==> src/rtl/cpu_control_unit.sv <==
// Multicycle instruction sequencer for the 16-bit RISC datapath: FETCH/DECODE/EXEC/MEM with terminal HALT and FAULT.
// Define CTRL_WAIT_TIMEOUT_EN to fault after TIMEOUT_CYCLES cycles without mem_ack in FETCH or MEM.
module cpu_control_unit #(
    parameter int unsigned TIMEOUT_CYCLES = 15
) (
    input  logic       clk,
    input  logic       reset,
    input  logic [3:0] opcode,
    input  logic       flag_z,
    input  logic       mem_ack,
    output logic       ir_ld,
    output logic       pc_inc,
    output logic       pc_ld,
    output logic       mem_rd,
    output logic       mem_wr,
    output logic       addr_sel,
    output logic       rf_we,
    output logic [1:0] wb_sel,
    output logic [2:0] alu_op,
    output logic       halted,
    output logic       fault
);
    if (TIMEOUT_CYCLES < 1 || TIMEOUT_CYCLES > 255) begin : g_bad_timeout
        $error("cpu_control_unit: TIMEOUT_CYCLES must be 1..255");
    end

    localparam logic [3:0] OP_NOP = 4'h0;
    localparam logic [3:0] OP_LDI = 4'h8;
    localparam logic [3:0] OP_LD  = 4'h9;
    localparam logic [3:0] OP_ST  = 4'hA;
    localparam logic [3:0] OP_BEQ = 4'hB;
    localparam logic [3:0] OP_BNE = 4'hC;
    localparam logic [3:0] OP_JMP = 4'hD;
    localparam logic [3:0] OP_ILL = 4'hE;
    localparam logic [3:0] OP_HLT = 4'hF;
    localparam logic [2:0] ALU_SUB = 3'b001;

    typedef enum logic [2:0] {
        S_FETCH, S_DECODE, S_EXEC, S_MEM, S_HALT, S_FAULT
    } state_t;

    state_t state, state_next;
    logic   wait_expired;

    always_ff @(posedge clk) begin
        if (!reset) state <= S_FETCH;
        else        state <= state_next;
    end

`ifdef CTRL_WAIT_TIMEOUT_EN
    logic [7:0] wait_cnt;

    // Any state change clears the count, so each FETCH/MEM visit starts from zero.
    always_ff @(posedge clk) begin
        if (!reset)
            wait_cnt <= 8'd0;
        else if (state_next != state)
            wait_cnt <= 8'd0;
        else if ((state == S_FETCH || state == S_MEM) && !mem_ack)
            wait_cnt <= wait_cnt + 8'd1;
    end

    assign wait_expired = (wait_cnt == 8'(TIMEOUT_CYCLES)) && !mem_ack;
`else
    assign wait_expired = 1'b0;
`endif

    always_comb begin
        state_next = state;
        ir_ld      = 1'b0;
        pc_inc     = 1'b0;
        pc_ld      = 1'b0;
        mem_rd     = 1'b0;
        mem_wr     = 1'b0;
        addr_sel   = 1'b0;
        rf_we      = 1'b0;
        wb_sel     = 2'b00;
        alu_op     = 3'b000;
        halted     = 1'b0;
        fault      = 1'b0;
        case (state)
            S_FETCH: begin
                mem_rd = 1'b1;
                if (mem_ack) begin
                    ir_ld      = 1'b1;
                    pc_inc     = 1'b1;
                    state_next = S_DECODE;
                end else if (wait_expired) begin
                    state_next = S_FAULT;
                end
            end
            S_DECODE: begin
                case (opcode)
                    OP_NOP:       state_next = S_FETCH;
                    OP_LD, OP_ST: state_next = S_MEM;
                    OP_ILL:       state_next = S_FAULT;
                    OP_HLT:       state_next = S_HALT;
                    default:      state_next = S_EXEC;
                endcase
            end
            S_EXEC: begin
                state_next = S_FETCH;
                case (opcode)
                    OP_LDI: begin
                        rf_we  = 1'b1;
                        wb_sel = 2'b01;
                    end
                    OP_BEQ: begin
                        alu_op = ALU_SUB;
                        pc_ld  = flag_z;
                    end
                    OP_BNE: begin
                        alu_op = ALU_SUB;
                        pc_ld  = !flag_z;
                    end
                    OP_JMP: pc_ld = 1'b1;
                    default: begin
                        // ADD..SHR map onto alu_op as opcode-1.
                        if (!opcode[3] && opcode != OP_NOP) begin
                            alu_op = opcode[2:0] - 3'd1;
                            rf_we  = 1'b1;
                        end
                    end
                endcase
            end
            S_MEM: begin
                addr_sel = 1'b1;
                if (opcode == OP_LD) mem_rd = 1'b1;
                else                 mem_wr = 1'b1;
                if (mem_ack) begin
                    state_next = S_FETCH;
                    if (opcode == OP_LD) begin
                        rf_we  = 1'b1;
                        wb_sel = 2'b10;
                    end
                end else if (wait_expired) begin
                    state_next = S_FAULT;
                end
            end
            S_HALT:  halted = 1'b1;
            S_FAULT: fault = 1'b1;
            default: state_next = S_FAULT;
        endcase

        // Reset silences every output at once, aborting any request in flight.
        if (!reset) begin
            ir_ld    = 1'b0;
            pc_inc   = 1'b0;
            pc_ld    = 1'b0;
            mem_rd   = 1'b0;
            mem_wr   = 1'b0;
            addr_sel = 1'b0;
            rf_we    = 1'b0;
            wb_sel   = 2'b00;
            alu_op   = 3'b000;
            halted   = 1'b0;
            fault    = 1'b0;
        end
    end
endmodule

==> config.mk <==
export PLATFORM = sky130hd
export DESIGN_NAME = cpu_control_unit
export DESIGN_NICKNAME = d
export VERILOG_FILES = /design/src/rtl/cpu_control_unit.sv
export SDC_FILE = /design/constraint.sdc
export NUM_CORES = 1
export LEC_CHECK = 0
export ABC_AREA = 1
export CORE_MARGIN = 8
export CORE_UTILIZATION = 25
export DETAILED_ROUTE_END_ITERATION = 10
export PLACE_DENSITY_LB_ADDON = 0.25
export SETUP_SLACK_MARGIN = 0.3
export SYNTH_ARGS = -nofsm -noshare
export SYNTH_HDL_FRONTEND = slang
export SYNTH_SLANG_ARGS = --single-unit
export TNS_END_PERCENT = 1
==> constraint.sdc <==
create_clock -name clk -period 1.1 [get_ports clk]
set_input_delay 0.22 -clock clk [delete_from_list [all_inputs] [get_ports clk]]
set_output_delay 0.22 -clock clk [all_outputs]
set_load 0.01 [all_outputs]
==> results.json <==
{
  "pwr-share-comb_pct": 48.4,
  "grtUsageTotal_pct": 10.22,
  "grt_overflow": 0,
  "ir_worst_vdd_mv": 0.6352,
  "fp.dieH_um": 59.03,
  "clock_latency_ns": 0.24,
  "hold_viol": 0,
  "cpMostUsedCell": "nand2_4",
  "failed_checks": "negative setup slack",
  "endpoint_kind": "output pin",
  "min_path_type": "primary input to flop",
  "hold_path_depth": 2,
  "path_clk_slew_ns": 0.04,
  "cp.arrival_ns": 1.24,
  "grt_max_degree": 8,
  "regArea_um2": 68.82,
  "avgRoutedWirePerCell_um": 11.23,
  "cts_buffer_depth": 2,
  "slew_headroom_pct": 86.33,
  "dieArea_um2": 3485,
  "vias": 653,
  "top_regs": "state (3)",
  "crit_slowest_cell": "dfxtp_4",
  "layout_common_cells": "19 x buf_4, 13 x buf_2, 10 x nand2_1, 9 x inv_1, 7 x nor2_1",
  "seq_area_frac_synth_pct": 12.97,
  "wl_um": 1662,
  "cp_num_buf_inv": 2,
  "p_leak_nw": 0.4833,
  "grt_pass1_vias": 670,
  "power_per_cell_area_nw_per_um2": 691.1,
  "slowest_delay_ns": 0.38,
  "crit_path_max_fanout": 5,
  "outcome": "complete, but fails checks",
  "gp_congestion": 0.8495,
  "ioPinCount": 22,
  "layout_commonest_cell": "buf_4",
  "nets": 136,
  "postLayoutCoreUtil_pct": 55.80,
  "core_um2": 1727,
  "htreeDepth": 1,
  "pre_cts_ws_ns": -1.072,
  "ys_ff_latch": 3,
  "initial_core_util_pct": 26.81,
  "cap_viol_max_count": 0,
  "finClkSkew_ns": 0.001716,
  "final_cell_count_no_fill": 148,
  "final-max-slew-violation-count": 0,
  "areaGrowthSynthToFinish_pct": 108.1,
  "p_sw_mw": 0.2532,
  "place.port_buffers": 21,
  "tightest_slew_ns": 0.2037,
  "startpoint_type": "flop",
  "netlist_area_um2": 462.9,
  "path_class": "flop to output pin",
  "worst_slack_ns": -0.3582,
  "dr.pass1.iters": 3,
  "fin_crit_sh_pct": 132.6,
  "antenna_found_initial": 0,
  "clockPowerShare_pct": 29.9,
  "cts_buffers": 3,
  "ys.warnings.count": 0,
  "crit_cells": 6,
  "final.fill_count": 183,
  "route.detailed.drc": 0,
  "root_buffer": "clkbuf_4",
  "place_inst": 143,
  "drive_gt1_share_pct": 62.60,
  "regMostFlops": "state",
  "yosysUniqueCellTypes": 21,
  "p_int_mw": 0.4126,
  "synth_nets": 92,
  "cts_sinks": 3,
  "period_minus_slack_ns": 1.458,
  "vias_per_cell": 4.412,
  "hold_ws_ns": 0.3761,
  "required_ns": 0.88,
  "switching_share_pct": 38.02,
  "syn_avg_cell_area_um2": 5.787,
  "rows": 15,
  "ant_nets": 0,
  "cts_tree": "yes",
  "die_w_um": 59.03,
  "n_antenna_cell": 0,
  "syn_inst": 80,
  "setup_viol": 14,
  "cts_hold_buf": 0,
  "r2r_cells": 6,
  "rsz0062_at_grt": "true",
  "drtIter0Drc": 9,
  "seqPwrFrac_pct": 21.8,
  "hpwl_um": 1299,
  "fmax_ghz": 0.6858,
  "grt_pass1_wl_um": 2822,
  "largest_register_ff_count": 3,
  "crit_path_cell_trace": "nand2_4 -> nor2_4 -> nand2_4 -> buf_6 -> nor3_2 -> buf_2",
  "crit_family": "flip-flops",
  "multi_input_area_um2": 465.4
}
==> power by group through the flow <==
| stage | Combinational (mW) | Sequential, mW | Clock (mW) |
|---|---|---|---|
| after floorplan | 0.157 | 0.143 | 0 |
| after global placement | 0.294 | 0.141 | 0 |
| after detailed placement | 0.299 | 0.141 | 0 |
| after CTS | 0.304 | 0.144 | 0.205 |
| after global routing | 0.353 | 0.146 | 0.220 |
| final | 0.322 | 0.145 | 0.199 |
==> layout make-up <==
cell class | instances | area share (%)
inverters | 17 | 7.403
flip-flops and latches | 3 | 7.143
multi-input cells | 58 | 48.31
clock buffers | 4 | 2.727
repair buffers | 41 | 31.17
well taps | 25 | 3.247
==> per-layer routing <==
| layer | routed length [um] | GRT usage (%) | up-vias |
|---|---|---|---|
| met5 | 0 | 0 | - |
| met4 | 24 | 3.754 | 0 |
| met3 | 142 | 4.772 | 4 |
| met2 | 822 | 17.91 | 22 |
| met1 | 672 | 10.29 | 287 |
| li1 | - | - | 340 |
==> cell families after synthesis <==
kind of cell	count (synthesis)	share of synthesized area [%]
AO/OA/AOI/OAI	14	16.49
adder cells (fa/ha/maj)	4	10.81
buffers and inverters	19	16.49
flip-flops	3	12.97
AND/OR/NAND/NOR	40	43.24
==> per-stage QoR <==
step / TNS, ns / instance area (um^2) / power [mW]
finish: -4.020 / 963.4 / 0.6658
global route: -5.146 / 963.4 / 0.7193
global placement: -14.44 / 903.4 / 0.4346
detailed placement: -14.62 / 903.4 / 0.4409
CTS: -4.253 / 925.9 / 0.6529
floorplan: -0.02074 / 535.5 / 0.2997
==> final timing paths <==
check           start   endpoint  slack (ns)
max          state[1]  wb_sel[0]       -0.36
max reg2reg  state[0]   state[1]        0.03
min           mem_ack   state[1]        0.38
min reg2reg  state[2]   state[2]        0.65
==> repair_timing <==
action	in CTS	in global routing
endpoints found under the setup margin	17	17
setup buffers	1	0
gates resized for setup	92	10
pin swaps	8	3
==> Yosys cell counts (all sizes together) <==
| cell type | count | area, um^2 |
|---|---|---|
| buf | 2 | 12.51 |
| o21ai | 6 | 30.03 |
| a21oi | 5 | 25.02 |
| dfxtp | 3 | 60.06 |
| nor2 | 13 | 61.31 |
| o211ai | 2 | 15.01 |
| ha | 4 | 50.05 |
| nand3 | 6 | 35.03 |
| inv | 17 | 63.81 |
| nor4 | 2 | 18.77 |
| nand2 | 16 | 70.06 |
| nor3 | 3 | 15.01 |
| o22ai | 1 | 6.260 |
Power figures use the tool's default switching activity.
